<file path="src/rtl/minute_counter.sv">
// Minute stage of the clock datapath: two BCD digits 00..59, plus 7-seg drive and carry.
// Latency: one clk from tick_in/inc_pulse/sync_clr to cnt_*, seg_data*, clko.
// Backpressure: none; every tick is consumed on the edge it is sampled (dropped in SET).
//
// Ports
//   clk, rst             clock (posedge) and asynchronous active-high reset
//   tick_in              one-cycle count enable from the seconds stage
//   sync_clr             synchronous clear to 00, beats any increment
//   set_mode, inc_pulse  manual set controls (functional only with MIN_SET_EN)
//   cnt_ones, cnt_tens   registered BCD digits
//   seg_data1, seg_data2 registered 7-seg patterns {a,b,c,d,e,f,g,dp} for ones/tens
//   clko                 one-cycle carry to the hour stage on a tick-driven 59->00 wrap
//   setting              high while in SET (always 0 without MIN_SET_EN)
//
// Build option: define MIN_SET_EN to enable the RUN/SET manual-set FSM.

module minute_counter #(
   parameter logic [3:0] MAX_TENS = 4'd5,
   parameter logic [3:0] MAX_ONES = 4'd9
) (
   input  logic       clk,
   input  logic       rst,
   input  logic       tick_in,
   input  logic       sync_clr,
   input  logic       set_mode,
   input  logic       inc_pulse,
   output logic [3:0] cnt_ones,
   output logic [3:0] cnt_tens,
   output logic [7:0] seg_data1,
   output logic [7:0] seg_data2,
   output logic       clko,
   output logic       setting
);

   // Active-high segments, dp always off; anything outside 0..9 blanks the digit.
   function automatic logic [7:0] f_seg(input logic [3:0] d);
      logic [7:0] s;
      case (d)
         4'd0:    s = 8'hFC;
         4'd1:    s = 8'h60;
         4'd2:    s = 8'hDA;
         4'd3:    s = 8'hF2;
         4'd4:    s = 8'h66;
         4'd5:    s = 8'hB6;
         4'd6:    s = 8'hBE;
         4'd7:    s = 8'hE0;
         4'd8:    s = 8'hFE;
         4'd9:    s = 8'hF6;
         default: s = 8'h00;
      endcase
      return s;
   endfunction

   logic [3:0] r_ones;
   logic [3:0] r_tens;
   logic [7:0] r_seg1;
   logic [7:0] r_seg2;
   logic       r_clko;

   logic       w_at_max;
   logic       w_step;    // advance the count this edge
   logic       w_carry;   // this edge's step is a tick-driven wrap
   logic [3:0] w_nxt_ones;
   logic [3:0] w_nxt_tens;

   assign w_at_max = (r_tens == MAX_TENS) && (r_ones == MAX_ONES);

`ifdef MIN_SET_EN
   typedef enum logic {ST_RUN = 1'b0, ST_SET = 1'b1} state_t;

   state_t r_state;
   logic   r_setting;
   logic   w_run_step;
   logic   w_set_step;

   // In SET a tick is simply lost; only inc_pulse moves the count and it never carries,
   // so the hour stage is left alone while the user adjusts minutes.
   assign w_run_step = (r_state == ST_RUN) && tick_in;
   assign w_set_step = (r_state == ST_SET) && inc_pulse;
   assign w_step     = w_run_step || w_set_step;
   assign w_carry    = w_run_step && w_at_max;

   // set_mode is a level: the state simply follows it, one edge late. A tick that
   // arrives with set_mode rising is still counted because r_state is RUN on that edge.
   always_ff @(posedge clk or posedge rst) begin
      if (rst) begin
         r_state   <= ST_RUN;
         r_setting <= 1'b0;
      end else begin
         r_state   <= set_mode ? ST_SET : ST_RUN;
         r_setting <= set_mode;
      end
   end

   assign setting = r_setting;
`else
   logic w_unused_set;

   assign w_unused_set = set_mode ^ inc_pulse;
   assign w_step       = tick_in;
   assign w_carry      = tick_in && w_at_max;
   assign setting      = 1'b0;
`endif

   always_comb begin
      w_nxt_ones = r_ones;
      w_nxt_tens = r_tens;
      if (sync_clr) begin
         w_nxt_ones = 4'd0;
         w_nxt_tens = 4'd0;
      end else if (w_step) begin
         if (w_at_max) begin
            w_nxt_ones = 4'd0;
            w_nxt_tens = 4'd0;
         end else if (r_ones == 4'd9) begin
            w_nxt_ones = 4'd0;
            w_nxt_tens = r_tens + 4'd1;
         end else begin
            w_nxt_ones = r_ones + 4'd1;
         end
      end
   end

   // Segments are encoded from the next-state digits so they update on the same
   // edge as the count and never show a stale pattern.
   always_ff @(posedge clk or posedge rst) begin
      if (rst) begin
         r_ones <= 4'd0;
         r_tens <= 4'd0;
         r_seg1 <= 8'hFC;
         r_seg2 <= 8'hFC;
         r_clko <= 1'b0;
      end else begin
         r_ones <= w_nxt_ones;
         r_tens <= w_nxt_tens;
         r_seg1 <= f_seg(w_nxt_ones);
         r_seg2 <= f_seg(w_nxt_tens);
         r_clko <= w_carry && !sync_clr;
      end
   end

   assign cnt_ones  = r_ones;
   assign cnt_tens  = r_tens;
   assign seg_data1 = r_seg1;
   assign seg_data2 = r_seg2;
   assign clko      = r_clko;

endmodule
</file>
<file path="config.mk">
export PLATFORM = sky130hd
export DESIGN_NAME = minute_counter
export DESIGN_NICKNAME = d
export VERILOG_FILES = /design/src/rtl/minute_counter.sv
export SDC_FILE = /design/constraint.sdc
export NUM_CORES = 1
export LEC_CHECK = 0
export CORE_MARGIN = 2
export CORE_UTILIZATION = 53
export DETAILED_ROUTE_END_ITERATION = 7
export PLACE_DENSITY = 0.93
export SYNTH_ARGS = -nofsm -noshare
export SYNTH_HDL_FRONTEND = slang
export SYNTH_SLANG_ARGS = --single-unit
</file>
<file path="constraint.sdc">
create_clock -name clk -period 3.7 [get_ports clk]
set_clock_uncertainty 0.1 [all_clocks]
set_input_delay 0.74 -clock clk [delete_from_list [all_inputs] [get_ports clk]]
set_output_delay 0.74 -clock clk [all_outputs]
set_load 0.02 [all_outputs]
</file>
==> impl_metrics.toml <==
[outcome]
status = "finished clean"

[power_and_ir_drop]
p_leak_nw = 0.790
p_seq_frac = 0.570
p_clk_frac = 0.243
combPwrFrac = 0.187
irDropWorstVdd_v = 0.000217
p_sw_frac = 0.281
powerDensity_nw_per_um2 = 279
power.switching_uw = 135
p_int_uw = 345

[clock_tree]
cts_tree = "built"
clk_pin_slew_ns = 0.13
root_buffer = "clkbuf_4"
htreeDepth = 1
cts_inserted_buffers = 3
cts_setup_buffers = 0
clockBufferDepth = 2
worstSkewPairLatency_ns = 0.31
cts_resized = 0
cts_sinks = 23
cts_hold_buffers = 0

[floorplanning]
core_region_area_um2 = 2500
io_pins = 32
initial_utilization = 0.565
row_count = 18
die_area_um2 = 3090
die_y_um = 55.6
die_w_um = 55.6

[finish]
final_cell_mix = "clkdlybuf4s50_1, ha_1, inv_1, dfstp_2, dfrtp_1"
diodes = 0
area_growth_pct = 21.8
final_common_cell = "clkdlybuf4s50_1"
fill_cells = 174
multi_input_area_um2 = 728
nets = 187
seq_area_um2 = 591
final_layout_size_suffix_gt1_frac = 0.177

[route]
ant_nets = 0
wl_mm = 2.77
routedWlPerCell_um = 14.3
viasPerCell = 5.45
num_vias = 1058
drtIter0Drc = 45
dr.pass1.iters = 4
drc = 0

[sta]
rsz0062_at_grt = "false"
fmax_ghz = 0.334
slew_violations = 0
fin_crit_ns = 3.00
fin_crit_sh = 0.810
finalSetupTns_ns = 0
worst_slack_ns = 0.702
hold_viol = 0
worstMarginPinSlew_ns = 0.841
slew_headroom = 0.439
setup_viol = 0

[hold_path]
min_path_type = "flop to flop"
whs_endpoint = "clko$_DFF_PP0_"
hold_start = "cnt_tens[3]$_DFF_PP0_"
hold_depth = 2

[place]
place_ws_ns = 0.420
gp_congestion = 0.886
place.port_buffers = 26
hpwl_mm = 2.08

[setup_path]
reg2regPathDepth = 9
reg2reg_to = "seg_data2[7]$_DFF_PP1_"
crit_fanout = 10
timing.rr.start = "cnt_ones[1]$_DFF_PP0_"
crit_path_start_kind = "input pin"
critPathArrivalTime_ns = 3.15
cp-end-kind = "flop"
reg2reg_slack_ns = 1.12
critPathRequiredTime_ns = 3.85
worstSetupPathType = "input pin to flop"

[global_routing]
grt_pass1_wl_mm = 4.71
antenna_found_initial = 0
grt_pass1_vias = 992
grt_max_degree = 24
gr-total-overflow = 0
grt_use_total = 0.193

[synth]
synth_seq_area_share = 0.418
synthesis.area_um2 = 1410
synth_area_per_cell_um2 = 10.4
yosysTopAreaCell = "dfstp_2"
synth_top_area_share = 0.223
synthCells = 136
yosysWarnings = 0
yosysUniqueCellTypes = 38
synth_area_leaders = "dfstp_2, dfrtp_1, ha_1, inv_1, a21oi_1"
synth_seq_cells = 23

[job]
max-cap-violations = 0
## worst max-delay path, stage by stage
cell	delay [ns]
clkdlybuf4s50_1	0.69
nand4b_2	0.30
or3_1	0.44
a21oi_1	0.26
inv_1	0.12
ha_1	0.21
mux2_4	0.27
o21ai_1	0.11
## flip-flops by register name (all words and copies together), names as in the netlist
signal     flops
clko           1
cnt_ones       4
cnt_tens       4
seg_data1      7
seg_data2      7
## cells in the mapped netlist, drive strengths merged
cell and count:
ha 16, inv 16, dfstp 12, dfrtp 11
o21ai 10, a21oi 9, nand2 7, nor2 7
buf 6, nor3 4, a31oi 3, and3b 3
mux2 3, nand3 3, nand4 3, a21o 2
mux2i 2, nor2b 2, or3 2, xnor2 2
a2111oi 1, a21boi 1, a22oi 1, and4b 1
conb 1, nand2b 1, nand4b 1, nor4 1
nor4b 1, o211ai 1, o21a 1, o22ai 1
o31ai 1
## stage by stage
step | cells | utilization | instance area, um2 | hold WS (ns) | power [mW]
6_report | 194 | 0.688 | 1720 | 0.599 | 0.480
5_1_grt | 194 | 0.688 | 1720 | 0.625 | 0.506
4_1_cts | 194 | 0.688 | 1720 | 0.591 | 0.484
3_5_place_dp | 190 | 0.677 | 1690 | 0.570 | 0.367
3_3_place_gp | 190 | 0.677 | 1690 | 0.532 | 0.362
2_1_floorplan | 138 | - | 1420 | 0.619 | 0.333
## per-layer routing
| metal | vias to the layer above | global-route usage | part of all wire |
|---|---|---|---|
| met3 | 2 | 0.0256 | 0.040 |
| met2 | 27 | 0.320 | 0.51 |
| met5 | - | 0 | 0 |
| met1 | 505 | 0.258 | 0.43 |
| li1 | 524 | - | - |
| met4 | 0 | 0.0732 | 0.0097 |
## power groups by stage
stage	Combinational, mW	Sequential (mW)	Clock [mW]
global route	0.0986	0.275	0.133
CTS	0.0905	0.273	0.120
detailed placement	0.0902	0.277	0
floorplan	0.0425	0.291	0
global placement	0.0856	0.277	0
finish	0.0899	0.273	0.116
## logic make-up after synthesis
group                      Yosys count  share of synthesized area
and+or+nand+nor                     36                      0.158
DFF                                 23                      0.418
buffers and inverters               22                     0.0709
muxes                                5                     0.0461
AOI/OAI and AO/OA                   31                      0.150
xor gates and xnor gates             2                     0.0124
other                                1                    0.00266
adders and majority gates           16                      0.142
## layout make-up
cell class,count,share of cell area
Clock inverter,1,0.00291
Clock buffer,3,0.0131
Sequential cell,23,0.344
Inverter,16,0.0349
Tap cell,30,0.0218
Multi-Input combinational cell,93,0.424
Timing Repair Buffer,28,0.160
## worst max-delay path by stage
stage | startpoint | cells after the start | slack [ns] | end
finish | tick_in | 8 | 0.70 | seg_data2[7]$_DFF_PP1_
global route | tick_in | 8 | 0.55 | seg_data2[7]$_DFF_PP1_
CTS | tick_in | 8 | 0.74 | seg_data2[7]$_DFF_PP1_
detailed placement | tick_in | 8 | 0.42 | seg_data2[7]$_DFF_PP1_
global placement | tick_in | 8 | 0.50 | seg_data2[7]$_DFF_PP1_
floorplan | tick_in | 8 | 1.19 | seg_data2[7]$_DFF_PP1_
(Power assumes the default switching activity.)
